==> src/rtl/axi_slice_cfg.sv <==
// axi_slice_cfg: per-channel configurable AXI4 register slice.
//
// Sits between an upstream master port (s_*) and a downstream slave port
// (m_*). Each of the five channels is either a combinational bypass
// (DEPTH = 0) or a circular FIFO of DEPTH entries (power of 2, up to 16).
// Payloads are opaque packed vectors and pass through untouched.
//
// Ports
//   clk_i, rst_ni              clock, asynchronous active-low reset
//   s_aw_*/s_ar_*/s_w_*        request channels from upstream (valid/ready/pl)
//   m_aw_*/m_ar_*/m_w_*        request channels to downstream
//   m_r_*/m_b_*                response channels from downstream
//   s_r_*/s_b_*                response channels to upstream
//   idle_o                     1 when no buffered channel holds an entry

// Generic channel: in_* feeds out_*; empty is 1 when nothing is stored.
module axi_slice_chan #(
  parameter int unsigned PL_W  = 8,
  parameter int unsigned DEPTH = 2
) (
  input  logic            clk_i,
  input  logic            rst_ni,
  input  logic            in_valid,
  output logic            in_ready,
  input  logic [PL_W-1:0] in_pl,
  output logic            out_valid,
  input  logic            out_ready,
  output logic [PL_W-1:0] out_pl,
  output logic            empty
);
  if (DEPTH != 0 && (DEPTH > 16 || (DEPTH & (DEPTH - 1)) != 0)) begin : g_bad_depth
    $error("axi_slice_chan: DEPTH must be 0 or a power of 2 no larger than 16");
  end

  if (DEPTH == 0) begin : g_bypass
    // Pure wiring; clock and reset have no role here.
    logic unused_clk_rst;
    assign unused_clk_rst = clk_i ^ rst_ni;
    assign out_valid = in_valid;
    assign out_pl    = in_pl;
    assign in_ready  = out_ready;
    assign empty     = 1'b1;
  end else begin : g_fifo
    // A 1-entry FIFO still gets a 1-bit pointer; it simply never leaves 0.
    localparam int unsigned     PTR_W    = (DEPTH > 1) ? $clog2(DEPTH) : 1;
    localparam int unsigned     CNT_W    = $clog2(DEPTH + 1);
    localparam int unsigned     MEM_N    = 1 << PTR_W;
    localparam logic [PTR_W-1:0] PTR_LAST = PTR_W'(DEPTH - 1);
    localparam logic [CNT_W-1:0] CNT_FULL = CNT_W'(DEPTH);

    logic [PL_W-1:0]  mem_p0 [MEM_N];
    logic [PTR_W-1:0] wr_ptr_q;
    logic [PTR_W-1:0] rd_ptr_q;
    logic [CNT_W-1:0] count_q;
    logic             push;
    logic             pop;

    function automatic logic [PTR_W-1:0] ptr_next(input logic [PTR_W-1:0] p);
      return (p == PTR_LAST) ? '0 : p + PTR_W'(1);
    endfunction

    // Handshake flags come straight from the count register, so in_ready
    // never depends combinationally on out_ready.
    assign in_ready  = (count_q != CNT_FULL);
    assign out_valid = (count_q != '0);
    assign out_pl    = mem_p0[rd_ptr_q];
    assign empty     = (count_q == '0);
    assign push      = in_valid & in_ready;
    assign pop       = out_valid & out_ready;

    always_ff @(posedge clk_i or negedge rst_ni) begin
      if (!rst_ni) begin
        wr_ptr_q <= '0;
        rd_ptr_q <= '0;
        count_q  <= '0;
      end else begin
        if (push) wr_ptr_q <= ptr_next(wr_ptr_q);
        if (pop)  rd_ptr_q <= ptr_next(rd_ptr_q);
        case ({push, pop})
          2'b10:   count_q <= count_q + CNT_W'(1);
          2'b01:   count_q <= count_q - CNT_W'(1);
          default: count_q <= count_q;
        endcase
      end
    end

    // Storage stage: data only, left unreset.
    always_ff @(posedge clk_i) begin
      if (push) mem_p0[wr_ptr_q] <= in_pl;
    end
  end
endmodule

module axi_slice_cfg #(
  parameter int unsigned AXI_ADDR_WIDTH = 32,
  parameter int unsigned AXI_DATA_WIDTH = 64,
  parameter int unsigned AXI_ID_WIDTH   = 6,
  parameter int unsigned AXI_USER_WIDTH = 6,
  parameter int unsigned AW_DEPTH       = 2,
  parameter int unsigned AR_DEPTH       = 2,
  parameter int unsigned W_DEPTH        = 2,
  parameter int unsigned R_DEPTH        = 2,
  parameter int unsigned B_DEPTH        = 2,
  localparam int unsigned AXI_STRB_WIDTH = AXI_DATA_WIDTH / 8,
  localparam int unsigned AX_W = AXI_ADDR_WIDTH + AXI_ID_WIDTH + AXI_USER_WIDTH + 29,
  localparam int unsigned W_W  = AXI_DATA_WIDTH + AXI_STRB_WIDTH + AXI_USER_WIDTH + 1,
  localparam int unsigned R_W  = AXI_DATA_WIDTH + AXI_ID_WIDTH + AXI_USER_WIDTH + 3,
  localparam int unsigned B_W  = AXI_ID_WIDTH + AXI_USER_WIDTH + 2
) (
  input  logic            clk_i,
  input  logic            rst_ni,
  input  logic            s_aw_valid,
  output logic            s_aw_ready,
  input  logic [AX_W-1:0] s_aw_pl,
  output logic            m_aw_valid,
  input  logic            m_aw_ready,
  output logic [AX_W-1:0] m_aw_pl,
  input  logic            s_ar_valid,
  output logic            s_ar_ready,
  input  logic [AX_W-1:0] s_ar_pl,
  output logic            m_ar_valid,
  input  logic            m_ar_ready,
  output logic [AX_W-1:0] m_ar_pl,
  input  logic            s_w_valid,
  output logic            s_w_ready,
  input  logic [W_W-1:0]  s_w_pl,
  output logic            m_w_valid,
  input  logic            m_w_ready,
  output logic [W_W-1:0]  m_w_pl,
  output logic            s_r_valid,
  input  logic            s_r_ready,
  output logic [R_W-1:0]  s_r_pl,
  input  logic            m_r_valid,
  output logic            m_r_ready,
  input  logic [R_W-1:0]  m_r_pl,
  output logic            s_b_valid,
  input  logic            s_b_ready,
  output logic [B_W-1:0]  s_b_pl,
  input  logic            m_b_valid,
  output logic            m_b_ready,
  input  logic [B_W-1:0]  m_b_pl,
  output logic            idle_o
);
  logic aw_empty, ar_empty, w_empty, r_empty, b_empty;

  axi_slice_chan #(.PL_W(AX_W), .DEPTH(AW_DEPTH)) u_aw (
    .clk_i(clk_i), .rst_ni(rst_ni),
    .in_valid(s_aw_valid), .in_ready(s_aw_ready), .in_pl(s_aw_pl),
    .out_valid(m_aw_valid), .out_ready(m_aw_ready), .out_pl(m_aw_pl),
    .empty(aw_empty)
  );

  axi_slice_chan #(.PL_W(AX_W), .DEPTH(AR_DEPTH)) u_ar (
    .clk_i(clk_i), .rst_ni(rst_ni),
    .in_valid(s_ar_valid), .in_ready(s_ar_ready), .in_pl(s_ar_pl),
    .out_valid(m_ar_valid), .out_ready(m_ar_ready), .out_pl(m_ar_pl),
    .empty(ar_empty)
  );

  axi_slice_chan #(.PL_W(W_W), .DEPTH(W_DEPTH)) u_w (
    .clk_i(clk_i), .rst_ni(rst_ni),
    .in_valid(s_w_valid), .in_ready(s_w_ready), .in_pl(s_w_pl),
    .out_valid(m_w_valid), .out_ready(m_w_ready), .out_pl(m_w_pl),
    .empty(w_empty)
  );

  // Response channels run downstream -> upstream.
  axi_slice_chan #(.PL_W(R_W), .DEPTH(R_DEPTH)) u_r (
    .clk_i(clk_i), .rst_ni(rst_ni),
    .in_valid(m_r_valid), .in_ready(m_r_ready), .in_pl(m_r_pl),
    .out_valid(s_r_valid), .out_ready(s_r_ready), .out_pl(s_r_pl),
    .empty(r_empty)
  );

  axi_slice_chan #(.PL_W(B_W), .DEPTH(B_DEPTH)) u_b (
    .clk_i(clk_i), .rst_ni(rst_ni),
    .in_valid(m_b_valid), .in_ready(m_b_ready), .in_pl(m_b_pl),
    .out_valid(s_b_valid), .out_ready(s_b_ready), .out_pl(s_b_pl),
    .empty(b_empty)
  );

  // Bypass channels report empty permanently, so they drop out of the AND.
  assign idle_o = aw_empty & ar_empty & w_empty & r_empty & b_empty;
endmodule

==> config.mk <==
export PLATFORM = sky130hd
export DESIGN_NAME = axi_slice_cfg
export DESIGN_NICKNAME = d
export VERILOG_FILES = /design/src/rtl/axi_slice_cfg.sv
export SDC_FILE = /design/constraint.sdc
export NUM_CORES = 1
export LEC_CHECK = 0
export CAP_MARGIN = 0
export CORE_AREA = 2 2 255 257
export CTS_CLUSTER_SIZE = 16
export DETAILED_ROUTE_END_ITERATION = 8
export DIE_AREA = 0 0 257 259
export HOLD_SLACK_MARGIN = 0.05
export SETUP_SLACK_MARGIN = 0.15
export SYNTH_ARGS = -nofsm -noshare
export SYNTH_HDL_FRONTEND = slang
export SYNTH_SLANG_ARGS = --single-unit
==> constraint.sdc <==
create_clock -name clk_i -period 5.8 [get_ports clk_i]
set_input_delay 0.58 -clock clk_i [delete_from_list [all_inputs] [get_ports clk_i]]
set_output_delay 0.58 -clock clk_i [all_outputs]
set_load 0.05 [all_outputs]
# == Yosys cells after proc, flatten, opt, wreduce, memory -nomap -nowiden ==
# Memories as Yosys holds them, arrays and structs flattened.
# Cells that the tools add are included.
# op_classes
bitwise_logic,14
eq_ne,15
addsub,20
reduce_logical,15
n_mux,25
# ops
operator,n
$mux W1,20
$pmux W2 S2,5
$reduce_bool A2 Y1,10
$and A1 B1 Y1,14
$add A1 B1 Y1 const B,10
$add A2 B1 Y2 const B,5
$eq A2 B1 Y1 const B,5
$eq A2 B2 Y1 const B,5
$logic_not A2 Y1,5
$ne A2 B2 Y1 const B,5
$sub A2 B1 Y2 const B,5
# word_totals
ram_bits,636
register_bits,20
mem_count,5
word_cells,109
input_bits,330
# memory_table
name,words,width,read_ports,rd_clocked_by_memory_dff,write_ports,line_no,rtl
u_r.g_fifo.mem_p0,2,79,1,0,1,51,logic [PL_W-1:0] mem_p0 [MEM_N];
u_w.g_fifo.mem_p0,2,79,1,0,1,51,
u_ar.g_fifo.mem_p0,2,73,1,0,1,51,
u_aw.g_fifo.mem_p0,2,73,1,0,1,51,
u_b.g_fifo.mem_p0,2,14,1,0,1,51,

# == Depth between registers and ports, before layout ==
# Gate-level depths: netlist (run 1).
# logic_depth
ltp_word,5
depth_mapped,6
ltp_nobuf,6

# == Cells and area by module ==
# From an unflattened synthesis (run 1), not the netlist that was laid out.
# hier_totals
hier_cells,1083
hier_area_um2,25124.1
# modules_own_cells
module,instances,area_per_inst_um2,cells_each,seq_area_each_um2
axi_slice_chan at u_r ...,2,6233.5,264,4844.6
axi_slice_chan at u_ar ...,2,5714.2,245,4484.3
axi_slice_chan at u_b,1,1216.2,62,940.9
axi_slice_cfg,1,12.5,3,0.0

# == Least setup slack after synthesis (run 1) ==
# Ideal clock, no wire load.
# synth_timing
path_type,register to register
startpoint,reg u_w.g_fifo.count_q[0]
endpoint,mem u_w.g_fifo.mem_p0[0][0] (netlist bit) (enable)
path_buffers,0
path_stages_with_launch,4
arrival_time_ps,4382
slack_ps,901
period_less_slack_ps,4899
path_cell_list,dfrtp_1 -> nand2b_1 -> nand2_1 -> nor2_1
# synth_between
elab_chain_cells,4
# synth_lines
element,line_no,rtl
from (decl),54,logic [CNT_W-1:0] count_q;
from (signal assigned),80,2'b10: count_q <= count_q + CNT_W'(1);
from (signal assigned),81,2'b01: count_q <= count_q - CNT_W'(1);
from (signal assigned),82,default: count_q <= count_q;
$ne A2 B2 Y1,64,assign in_ready = (count_q != CNT_FULL);
named net s_w_ready,125,"output logic s_w_ready,"
$and A1 B1 Y1,68,assign push = in_valid & in_ready;
$mux W1,89,if (push) mem_p0[wr_ptr_q] <= in_pl;
$mux W1 (not written as such),89,
to (decl),51,
# The timed path passes the listed nets, and every way through them passes these cells.

# == Worst setup path after layout (run 1) ==
# layout_timing
startpoint,reg u_w.g_fifo.rd_ptr_q
endpoint,out m_w_pl[38]
# layout_between
elab_chain_cells,1
# layout_lines
element,line_no,rtl
from (decl),53,logic [PTR_W-1:0] rd_ptr_q;
from (signal assigned),78,if (pop) rd_ptr_q <= ptr_next(rd_ptr_q);
$mem_v2 Z2 W79,n/a,
to (decl),129,"output logic [W_W-1:0] m_w_pl,"
# Every way passes these cells.

==> results of run 1 <==
==> logic make-up (layout without fill, tap and decap cells) <==
kind of cell | after synthesis | in the layout | synth area share
xor+xnor | 25 | 25 | 0.00915
fa+ha+maj | 5 | 5 | 0.00261
buf+inv | 36 | 798 | 0.0116
flops | 656 | 656 | 0.819
mux | 318 | 318 | 0.150
other cells | 0 | 10 | 0
simple gates | 37 | 37 | 0.00847
==> cells in the final DEF (no fill, tap or decap) <==
cell type | Yosys | final
buf_4 | 9 | 11
edfxtp_1 | 636 | 636
clkbuf_1 | 0 | 11
ha_1 | 5 | 5
clkbuf_16 | 0 | 74
and3_1 | 5 | 1
nand2_1 | 5 | 5
dfrtp_1 | 20 | 16
nor2_1 | 10 | 6
and3_4 | 0 | 2
and2_1 | 5 | 5
and3_2 | 0 | 2
dfrtp_2 | 0 | 3
nor2_4 | 0 | 4
xor2_1 | 10 | 10
inv_16 | 0 | 3
nor4_2 | 1 | 1
clkinv_8 | 0 | 1
or2_1 | 5 | 5
dfrtp_4 | 0 | 1
diode_2 | 0 | 10
clkinv_1 | 0 | 16
bufinv_16 | 0 | 4
clkinv_4 | 0 | 2
xnor2_1 | 15 | 15
mux2_2 | 318 | 318
clkdlybuf4s50_1 | 0 | 658
clkinv_2 | 0 | 15
or2_4 | 1 | 1
nand2b_1 | 5 | 5
clkinvlp_4 | 0 | 3
==> how the worst max path moves through the flow <==
stage,end,slack [ns],cells past startpoint
2_1_floorplan,u_w.g_fifo.mem_p0[0][0],0.90,3
3_3_place_gp,m_w_pl[35],2.54,3
3_5_place_dp,m_w_pl[38],2.47,3
4_1_cts,m_w_pl[38],1.82,3
5_1_grt,m_w_pl[59],1.71,3
6_report,m_w_pl[38],1.86,3
==> layer usage <==
metal	track usage	vias to the layer above
met4	0.0790	14
met2	0.293	516
met5	0	-
met3	0.0791	115
li1	-	5692
met1	0.197	6296
==> power breakdown <==
group / total [mW] / internal, mW / switching (mW)
combinational: 8.69 / 3.06 / 5.63
sequential: 7.06 / 6.51 / 0.554
clock: 4.36 / 2.53 / 1.83
==> flip-flops by register name, indices dropped and copies added, names as in the netlist, 2 cells and up <==
| signal | count |
|---|---|
| u_aw.g_fifo.mem_p0 | 146 |
| u_r.g_fifo.mem_p0 | 158 |
| u_aw.g_fifo.count_q | 2 |
| u_r.g_fifo.count_q | 2 |
| u_ar.g_fifo.count_q | 2 |
| u_b.g_fifo.count_q | 2 |
| u_w.g_fifo.mem_p0 | 158 |
| u_b.g_fifo.mem_p0 | 28 |
| u_w.g_fifo.count_q | 2 |
| u_ar.g_fifo.mem_p0 | 146 |
==> through the flow <==
step                      area [um^2]  hold WS, ns  setup slack, ns
after floorplan                 23900        0.284            0.901
after global placement          31500        0.472             2.54
after detailed placement        31500        0.475             2.47
after CTS                       33700        0.487             1.82
after global routing            33700        0.506             1.71
final                           33700        0.487             1.86
==> critical path, stage by stage (launching register included) <==
cell and delay (ns):
dfrtp_2 1.00, buf_4 0.58, mux2_2 0.41, clkdlybuf4s50_1 0.72
==> area by class of cell <==
class	instances	area, um^2	area share
flip-flops and latches	656	19600	0.581
clock buffers	85	1890	0.0561
clock inverters	44	372	0.0110
multi-input cells	385	4110	0.122
repair buffers	669	6670	0.198
well taps	855	1070	0.0317
diodes	10	25.0	0.000742
==> impl_metrics.sql, run 1 <==
INSERT INTO impl_metrics (metric_group, metric, value, unit) VALUES
('logic_synthesis', 'post-synth-top-area-fraction', '0.798', ''),
('drt', 'routed_wire_per_std_cell', '22.6', 'um'),
('logic_synthesis', 'synth_sequential_area_ratio', '0.819', ''),
('finish', 'finalCoreUtilization', '0.528', ''),
('clock_network', 'cts_num_sinks', '656', ''),
('timing', 'final.period_utilization', '0.679', ''),
('logic_synthesis', 'mappedNetlistArea', '0.0239', 'mm^2'),
('floorplanning', 'pin_count', '659', ''),
('global_routing', 'global_route.overflow_total', '0', ''),
('drt', 'num_vias', '12600', ''),
('placement', 'cell_count_after_placement', '2565', ''),
('timing', 'slew_headroom', '0.229', ''),
('floorplanning', 'fp-row-count', '93', ''),
('finish', 'num-fill-cells', '5120', ''),
('worst_hold_path', 'cells_on_worst_hold_path', '1', ''),
('power_and_ir_drop', 'p_leak', '11.3', 'nW'),
('clock_network', 'clock_latency_at_the_later_pin_of_the_worst_skew_pair', '0.60', 'ns'),
('drt', 'remaining_routing_drc_violations', '0', ''),
('floorplanning', 'start_util', '0.375', ''),
('global_routing', 'grt_usage', '0.177', ''),
('setup_path', 'worst-endpoint-required', '5.22', 'ns'),
('drt', 'met3_wirelength', '6320', 'um'),
('drt', 'detail_route.iter0.violations', '811', ''),
('finish', 'areaGrowthSynthToFinish', '40.9', '%'),
('setup_path', 'timing.critical_path.from_type', 'register', ''),
('clock_network', 'cts_repair_resize_count', '0', ''),
('timing', 'clock_skew', '0.0222', 'ns'),
('logic_synthesis', 'register_bit_count_reported_by_yosys', '656', ''),
('timing', 'timing.final.crit_period', '3.94', 'ns'),
('global_routing', 'wire_length_of_the_first_global_routing_pass', '86400', 'um'),
('finish', 'share_of_post_route_cells_with_drive_strength_above_1', '0.242', ''),
('clock_network', 'clock_path_buffers', '3', ''),
('worst_hold_path', 'worstHoldStart', 'u_aw.g_fifo.count_q[1]', ''),
('logic_synthesis', 'yosysUniqueCellTypes', '17', ''),
('timing', 'worst_pin_slew', '1.16', 'ns'),
('timing', 'report.final.hold_viol_count', '0', ''),
('logic_synthesis', 'synth.cells.most_frequent', '636 x edfxtp_1, 318 x mux2_2, 20 x dfrtp_1', ''),
('logic_synthesis', 'synth_enable_flop_cells', '636', ''),
('setup_path', 'setup.reg_to_reg.worst_slack', '3.35', 'ns'),
('floorplanning', 'die_width', '257', 'um'),
('clock_network', 'cts-hold-fix-buffers', '0', ''),
('worst_hold_path', 'holdCritPathClass', 'register to register', ''),
('timing', 'grt_setup_unrepaired', 'false', ''),
('setup_path', 'arrival', '3.36', 'ns'),
('setup_path', 'crit_path_launch', 'u_w.g_fifo.rd_ptr_q', ''),
('logic_synthesis', 'synth_largest_area_cell', 'edfxtp_1', ''),
('power_and_ir_drop', 'p_per_area', '596', 'mW/mm^2'),
('logic_synthesis', 'postSynth.topFlopCell', 'edfxtp_1', ''),
('clock_network', 'clkSlewWorstSetupHoldPaths', '0.06', 'ns'),
('logic_synthesis', 'postSynthCellCount', '1077', ''),
('setup_path', 'setup.worst_path.end_class', 'output port', ''),
('placement', 'buffer_ports.inserted', '658', ''),
('clock_network', 'cts_max_level', '3', ''),
('timing', 'setup_viol_count_final', '0', ''),
('status', 'outcome', 'completed', ''),
('logic_synthesis', 'synth.net_count', '1412', ''),
('drt', 'detail_route.wirelength.met1', '22500', 'um'),
('run', 'drv.max_cap_violation_count', '0', ''),
('drt', 'post_drt_via_cell_ratio', '4.67', ''),
('logic_synthesis', 'ys.warnings.count', '0', ''),
('drt', 'dr.pass1.iters', '4', ''),
('worst_hold_path', 'whs_endpoint', 'u_aw.g_fifo.count_q[1]', ''),
('logic_synthesis', 'synthMostInstantiatedCell', 'edfxtp_1', ''),
('setup_path', 'r2r.worst_path.cells', '3', ''),
('clock_network', 'post_cts.repair.setup_buffers', '0', ''),
('power_and_ir_drop', 'power', '20.1', 'mW'),
('global_routing', 'pin_count_of_the_biggest_net_entering_global_routing', '81', ''),
('timing', 'max_freq', '254', 'MHz'),
('timing', 'fin_setup_tns', '0', 'ns'),
('setup_path', 'worst_flop_to_flop_path_startpoint', 'u_ar.g_fifo.count_q[0]', ''),
('drt', 'routed-wl-met2', '30100', 'um');
Power figures use the tool's default switching activity.
==> run 2: changes to the inputs <==
==> constraint.sdc (replaced) <==
create_clock -name clk_i -period 3.9 [get_ports clk_i]
set_input_delay 0.39 -clock clk_i [delete_from_list [all_inputs] [get_ports clk_i]]
set_output_delay 0.39 -clock clk_i [all_outputs]
set_load 0.05 [all_outputs]
==> run 2 against run 1 <==
Against the previous run: worst hold slack got worse by 0.32 ns; via count up 0.21%; wire length about the same; global-route usage up 0.17 points; critical path type unchanged; clock power is 46% higher; first-iteration DRC count decreased by 23%; cell count is 0.11% higher.
==> impl_metrics.sql, run 2 (synthesis gave the netlist of run 1 again) <==
INSERT INTO impl_metrics (metric_group, metric, value, unit) VALUES
('clock_network', 'tritoncts', 'done', ''),
('setup_path', 'critical_path_class', 'register to output port', ''),
('power_and_ir_drop', 'p_per_area', '884', 'mW/mm^2'),
('finish', 'share_of_post_route_cells_with_drive_strength_above_1', '0.245', ''),
('finish', 'num-fill-cells', '5126', ''),
('finish', 'final_net_count', '2126', ''),
('drt', 'detail_route.iter0.violations', '628', ''),
('timing', 'slew_headroom', '0.223', ''),
('global_routing', 'wire_length_of_the_first_global_routing_pass', '88000', 'um'),
('setup_path', 'arrival', '2.87', 'ns'),
('timing', 'fin_setup_tns', '0', 'ns'),
('setup_path', 'setup.reg_to_reg.worst_slack', '1.83', 'ns'),
('setup_path', 'worst-endpoint-required', '3.51', 'ns'),
('status', 'outcome', 'completed', ''),
('drt', 'wl', '61100', 'um'),
('placement', 'postPlaceCellArea', '0.0316', 'mm^2'),
('timing', 'setup_viol_count_final', '0', ''),
('clock_network', 'clock_path_buffers', '3', ''),
('power_and_ir_drop', 'highest_ir_drop_seen_on_vdd', '0.639', 'mV'),
('setup_path', 'crit_path_top_delay_cell', 'dfrtp_4', ''),
('global_routing', 'grt_usage', '0.179', ''),
('drt', 'drt.antenna.violating_nets', '0', ''),
('setup_path', 'r2r_end', 'u_aw.g_fifo.mem_p0[0][11]', ''),
('timing', 'final.period_utilization', '0.836', ''),
('clock_network', 'clock_latency_at_the_later_pin_of_the_worst_skew_pair', '0.61', 'ns'),
('finish', 'areaGrowthSynthToFinish', '41.5', '%'),
('power_and_ir_drop', 'power_frac_clock', '0.212', ''),
('finish', 'layout_top_registers', 'u_r.g_fifo.mem_p0 x158, u_w.g_fifo.mem_p0 x158', ''),
('placement', 'weighted_congestion_reported_at_the_end_of_routability_driven_placement', '0.829', ''),
('power_and_ir_drop', 'sw_frac_of_total', '0.399', ''),
('run', 'drv.max_cap_violation_count', '0', ''),
('global_routing', 'pin_count_of_the_biggest_net_entering_global_routing', '80', ''),
('setup_path', 'cp_max_fo', '48', ''),
('setup_path', 'worstPathCellList', 'buf_12 > mux2_2 > clkdlybuf4s50_1', ''),
('setup_path', 'setup.worst_path.end_class', 'output port', ''),
('global_routing', 'initial_antenna_violation_count', '12', ''),
('drt', 'num_vias', '12700', ''),
('timing', 'layout_setup_ws', '0.639', 'ns'),
('floorplanning', 'die_width', '257', 'um'),
('timing', 'grt_setup_unrepaired', 'false', ''),
('worst_hold_path', 'holdCritPathClass', 'primary input to async pin', ''),
('floorplanning', 'die_h', '259', 'um'),
('global_routing', 'global_route.overflow_total', '0', ''),
('setup_path', 'cpPeakStageDelay', '0.89', 'ns'),
('clock_network', 'post_cts.repair.setup_buffers', '0', ''),
('finish', 'finalCoreUtilization', '0.530', ''),
('finish', 'post_layout_nonfiller_instances', '2707', ''),
('floorplanning', 'start_util', '0.375', ''),
('placement', 'buffer_ports.inserted', '658', ''),
('setup_path', 'timing.critical_path.from_type', 'register', ''),
('drt', 'post_drt_via_cell_ratio', '4.68', ''),
('clock_network', 'clkSlewWorstSetupHoldPaths', '0.06', 'ns'),
('power_and_ir_drop', 'share_seq_of_total_power', '0.345', ''),
('finish', 'layout.cells.most_common_list', '658 x clkdlybuf4s50_1, 636 x edfxtp_1, 318 x mux2_2', ''),
('power_and_ir_drop', 'cell_internal_pwr', '18.0', 'mW'),
('timing', 'report.final.hold_viol_count', '0', ''),
('timing', 'timing.final.crit_period', '3.26', 'ns'),
('floorplanning', 'core_area', '0.0639', 'mm^2'),
('timing', 'max_freq', '307', 'MHz'),
('floorplanning', 'fp-row-count', '93', ''),
('setup_path', 'r2r.worst_path.cells', '4', ''),
('global_routing', 'vias_in_the_first_global_route', '13500', ''),
('placement', 'cell_count_after_placement', '2572', ''),
('floorplanning', 'pin_count', '659', ''),
('power_and_ir_drop', 'p_leak', '11.4', 'nW'),
('drt', 'dr.pass1.iters', '8', ''),
('finish', 'final_cell_area', '0.0339', 'mm^2'),
('drt', 'remaining_routing_drc_violations', '0', ''),
('setup_path', 'worst_flop_to_flop_path_startpoint', 'u_aw.g_fifo.count_q[0]', ''),
('power_and_ir_drop', 'power_switching', '12.0', 'mW'),
('setup_path', 'crit_path_launch', 'u_w.g_fifo.rd_ptr_q', ''),
('timing', 'clock_skew', '0.0196', 'ns'),
('power_and_ir_drop', 'power_frac_comb', '0.442', ''),
('clock_network', 'cts_num_sinks', '656', ''),
('clock_network', 'cts-buffers-inserted', '72', ''),
('power_and_ir_drop', 'power', '30.0', 'mW'),
('timing', 'timing.final.max_slew_violations', '0', ''),
('placement', 'dp_slack', '1.24', 'ns'),
('finish', 'mostFrequentLayoutCell', 'clkdlybuf4s50_1', ''),
('placement', 'dp_hpwl', '42900', 'um'),
('drt', 'routed_wire_per_std_cell', '22.6', 'um'),
('clock_network', 'cts-hold-fix-buffers', '0', ''),
('timing', 'worst_pin_slew', '1.17', 'ns'),
('clock_network', 'cts_repair_resize_count', '0', ''),
('timing', 'holdWs', '0.172', 'ns'),
('floorplanning', 'design.die.area', '0.0666', 'mm^2'),
('clock_network', 'ctsRootBufferMaster', 'clkbuf_16', ''),
('clock_network', 'cts_max_level', '3', '');
-- run 2: changes by cell type in the layout (fill, tap and decap cells not counted), sizes merged --
cell      change
clkinv        -5
bufinv        -2
clkinvlp      +1
buf           +7
inv           +1
diode         -2
clkbuf        +3
-- run 2: cell type report --
type                            instances  area, um^2  share of cell area
Sequential cell                       656       19600               0.579
Multi-Input combinational cell        385        4110               0.121
Tap cell                              855        1070              0.0316
Antenna cell                            8        20.0            0.000591
Timing Repair Buffer                  676        6860               0.202
Clock inverter                         39         287             0.00846
Clock buffer                           88        1920              0.0568
-- run 2: worst max path at each step --
stage | to | slack [ns] | depth (start not counted)
2_1_floorplan | u_w.g_fifo.mem_p0[0][0] | 0.32 | 3
3_3_place_gp | m_w_pl[71] | 1.27 | 3
3_5_place_dp | m_w_pl[74] | 1.24 | 3
4_1_cts | m_w_pl[74] | 0.57 | 3
5_1_grt | m_w_pl[26] | 0.50 | 3
6_report | m_w_pl[74] | 0.64 | 3
-- run 2: worst max-delay path: cells and delay by family, from the launching register on --
| family | cells | cell delay (ns) |
|---|---|---|
| buf+inv | 2 | 0.99 |
| flops | 1 | 0.89 |
| mux | 1 | 0.37 |
-- run 2: power groups by stage --
stage	clock (mW)	sequential [mW]	combinational [mW]
5_1_grt	6.77	10.5	13.8
6_report	6.36	10.3	13.3
2_1_floorplan	0	10.1	9.14
3_5_place_dp	0	10.5	13.3
4_1_cts	6.56	10.4	13.4
3_3_place_gp	0	10.4	13.3
-- run 2: routing by layer --
metal / part of all wire / vias to the layer above / GRT usage
met5: 0.0012 / - / 0
met4: 0.028 / 12 / 0.0594
met3: 0.090 / 107 / 0.0714
met2: 0.50 / 490 / 0.303
met1: 0.38 / 6345 / 0.207
li1: - / 5706 / -
==> run 3: changes to the inputs <==
--- a/config.mk
+++ b/config.mk
@@ -6,11 +6,12 @@
 export NUM_CORES = 1
 export LEC_CHECK = 0
 export CAP_MARGIN = 0
-export CORE_AREA = 2 2 255 257
+export CORE_AREA = 2 2 254 256
 export CTS_CLUSTER_SIZE = 16
 export DETAILED_ROUTE_END_ITERATION = 8
-export DIE_AREA = 0 0 257 259
+export DIE_AREA = 0 0 256 258
 export HOLD_SLACK_MARGIN = 0.05
+export PLACE_DENSITY = 0.68
 export SETUP_SLACK_MARGIN = 0.15
 export SYNTH_ARGS = -nofsm -noshare
 export SYNTH_HDL_FRONTEND = slang
==> constraint.sdc (replaced) <==
create_clock -name clk_i -period 2.62 [get_ports clk_i]
set_input_delay 0.262 -clock clk_i [delete_from_list [all_inputs] [get_ports clk_i]]
set_output_delay 0.262 -clock clk_i [all_outputs]
set_load 0.05 [all_outputs]
==> run 3 against run 2 <==
Against the previous run: critical path depth unchanged; utilization about the same; clock skew up 0.0076 ns; worst setup slack worse by 0.41 ns; cell count up 0.66%; sequential share of layout area up 0.27 points; via count up 1.4%; first-iteration DRC count up 20%; combinational power up 44%; worst hold slack better by 0.068 ns; non-clock buffer count up 25.
==> impl_metrics.sql, run 3 (synthesis gave the netlist of run 1 again) <==
INSERT INTO impl_metrics (metric_group, metric, value, unit) VALUES
('global_routing', 'grt_usage', '0.175', ''),
('floorplanning', 'start_util', '0.376', ''),
('timing', 'report.final.hold_viol_count', '0', ''),
('timing', 'timing.final.max_slew_violations', '0', ''),
('clock_network', 'tritoncts', 'done', ''),
('global_routing', 'vias_in_the_first_global_route', '13800', ''),
('floorplanning', 'design.die.area', '0.0660', 'mm^2'),
('floorplanning', 'die_width', '256', 'um'),
('timing', 'setup_viol_count_final', '0', ''),
('clock_network', 'clock_latency_at_the_later_pin_of_the_worst_skew_pair', '0.60', 'ns'),
('setup_path', 'worst-endpoint-required', '2.36', 'ns'),
('setup_path', 'crit_path_top_delay_cell', 'dlygate4sd2_1', ''),
('drt', 'dr.pass1.iters', '5', ''),
('timing', 'clock_skew', '0.0272', 'ns'),
('timing', 'slew_headroom', '0.501', ''),
('drt', 'wl', '59700', 'um'),
('setup_path', 'cp_max_fo', '14', ''),
('global_routing', 'wire_length_of_the_first_global_routing_pass', '85900', 'um'),
('drt', 'drt.antenna.violating_nets', '0', ''),
('power_and_ir_drop', 'highest_ir_drop_seen_on_vdd', '0.963', 'mV'),
('finish', 'seqCellArea', '0.0196', 'mm^2'),
('setup_path', 'arrival', '2.13', 'ns'),
('finish', 'multiInputGateArea', '0.00412', 'mm^2'),
('finish', 'areaGrowthSynthToFinish', '40.9', '%'),
('clock_network', 'cts_max_level', '3', ''),
('floorplanning', 'die_h', '258', 'um'),
('setup_path', 'path_depth', '3', ''),
('setup_path', 'cpPeakStageDelay', '0.61', 'ns'),
('setup_path', 'cpLargestDelayFamily', 'buffers and inverters', ''),
('floorplanning', 'pin_count', '659', ''),
('power_and_ir_drop', 'power', '44.3', 'mW'),
('setup_path', 'r2r.worst_path.cells', '4', ''),
('global_routing', 'initial_antenna_violation_count', '11', ''),
('worst_hold_path', 'whs_endpoint', 'u_w.g_fifo.mem_p0[0][66]', ''),
('timing', 'fin_setup_tns', '0', 'ns'),
('run', 'drv.max_cap_violation_count', '0', ''),
('floorplanning', 'core_area', '0.0636', 'mm^2'),
('setup_path', 'timing.critical_path.from_type', 'register', ''),
('clock_network', 'ctsRootBufferMaster', 'clkbuf_16', ''),
('setup_path', 'setup.worst_path.end_class', 'output port', ''),
('timing', 'layout_setup_ws', '0.230', 'ns'),
('clock_network', 'cts_num_sinks', '656', ''),
('global_routing', 'pin_count_of_the_biggest_net_entering_global_routing', '80', ''),
('setup_path', 'worstPathCellList', 'buf_4 > mux2_2 > dlygate4sd2_1', ''),
('placement', 'dp_hpwl', '43000', 'um'),
('finish', 'mostFrequentLayoutCell', 'edfxtp_1', ''),
('finish', 'layout_top_registers', 'u_r.g_fifo.mem_p0 x158, u_w.g_fifo.mem_p0 x158', ''),
('clock_network', 'clock_path_buffers', '3', ''),
('floorplanning', 'fp-row-count', '93', ''),
('placement', 'weighted_congestion_reported_at_the_end_of_routability_driven_placement', '0.864', ''),
('setup_path', 'r2r_end', 'u_r.g_fifo.mem_p0[0][35]', ''),
('clock_network', 'cts-buffers-inserted', '69', ''),
('timing', 'grt_setup_unrepaired', 'true', ''),
('finish', 'final_net_count', '2148', ''),
('worst_hold_path', 'cells_on_worst_hold_path', '1', ''),
('setup_path', 'worst_flop_to_flop_path_startpoint', 'u_r.g_fifo.count_q[0]', ''),
('setup_path', 'setup.reg_to_reg.worst_slack', '0.83', 'ns'),
('timing', 'timing.final.crit_period', '2.39', 'ns'),
('power_and_ir_drop', 'p_leak', '11.9', 'nW'),
('worst_hold_path', 'holdCritPathClass', 'primary input to register', ''),
('finish', 'num-fill-cells', '5146', ''),
('clock_network', 'clkSlewWorstSetupHoldPaths', '0.06', 'ns'),
('timing', 'final.period_utilization', '0.912', ''),
('power_and_ir_drop', 'p_per_area', '1310', 'mW/mm^2'),
('finish', 'share_of_post_route_cells_with_drive_strength_above_1', '0.362', ''),
('setup_path', 'critical_path_class', 'register to output port', ''),
('drt', 'routed_wire_per_std_cell', '21.9', 'um'),
('placement', 'buffer_ports.inserted', '658', ''),
('worst_hold_path', 'worstHoldStart', 's_w_pl[66]', ''),
('global_routing', 'global_route.overflow_total', '0', ''),
('drt', 'remaining_routing_drc_violations', '0', ''),
('drt', 'post_drt_via_cell_ratio', '4.71', ''),
('placement', 'dp_slack', '0.402', 'ns'),
('drt', 'num_vias', '12800', ''),
('timing', 'worst_pin_slew', '0.747', 'ns'),
('timing', 'max_freq', '418', 'MHz'),
('status', 'outcome', 'completed', ''),
('setup_path', 'worstPathBufferInverterCount', '2', ''),
('drt', 'detail_route.iter0.violations', '753', ''),
('finish', 'layout.cells.most_common_list', '636 x edfxtp_1, 335 x clkdlybuf4s50_1, 318 x mux2_2', '');
[run 3: changes by cell type in the layout (fill, tap and decap cells not counted), sizes merged]
| cell | before | now |
|---|---|---|
| bufinv | 2 | 11 |
| clkinvlp | 4 | 2 |
| dlymetal6s2s | 0 | 2 |
| clkbuf | 88 | 94 |
| buf | 18 | 201 |
| clkdlybuf4s50 | 658 | 335 |
| diode | 8 | 2 |
| clkinv | 29 | 23 |
| clkdlybuf4s15 | 0 | 30 |
| dlygate4sd2 | 0 | 124 |
| dlygate4sd3 | 0 | 1 |
[run 3: worst max path at each step]
stage / from / end
after floorplan: u_ar.g_fifo.count_q[0] / u_ar.g_fifo.mem_p0[0][0]
after global placement: u_ar.g_fifo.rd_ptr_q / m_ar_pl[25]
after detailed placement: u_ar.g_fifo.rd_ptr_q / m_ar_pl[64]
after CTS: u_ar.g_fifo.rd_ptr_q / m_ar_pl[14]
after global routing: u_r.g_fifo.rd_ptr_q / s_r_pl[66]
final: u_r.g_fifo.rd_ptr_q / s_r_pl[66]
[run 3: cell type report]
class | count | area share
clock buffer | 86 | 0.0537
clock inverter | 40 | 0.0161
antenna | 2 | 0.000148
timing repair buffer | 701 | 0.195
tap | 855 | 0.0317
sequential | 656 | 0.581
multi-input combinational | 385 | 0.122
[run 3: report_power, final]
part           switching (mW)  total, mW  internal [mW]
combinational            13.1       19.2           6.13
clock                    3.96       10.0           6.06
sequential              0.754       15.1           14.4
total                    17.8       44.3           26.5
[run 3: repair_timing]
item | in CTS | in global routing
resized for setup | 518 | 42
setup buffers | 5 | 0
pin swaps | 0 | 0
cloned | 0 | 1
endpoints found under the setup margin | 227 | 69
hold buffers | 1 | 0
endpoints found under the hold margin | 20 | 0
[run 3: stage by stage]
step | area [um^2] | hold WS [ns] | util | std cells
2_1_floorplan | 24000 | -0.0336 | - | 1077
3_3_place_gp | 31700 | 0.475 | 0.498 | 2590
3_5_place_dp | 31700 | 0.482 | 0.498 | 2590
4_1_cts | 33800 | 0.185 | 0.531 | 2722
5_1_grt | 33700 | 0.205 | 0.530 | 2725
6_report | 33700 | 0.240 | 0.530 | 2725
[run 3: metal layers]
layer	track usage	share of wire	wire (um)	vias to the layer above
met2	0.305	0.51	30500	544
li1	-	-	-	5751
met3	0.0745	0.10	6200	117
met4	0.0653	0.029	1740	16
met1	0.190	0.35	21200	6407
met5	0	0.0016	97	-
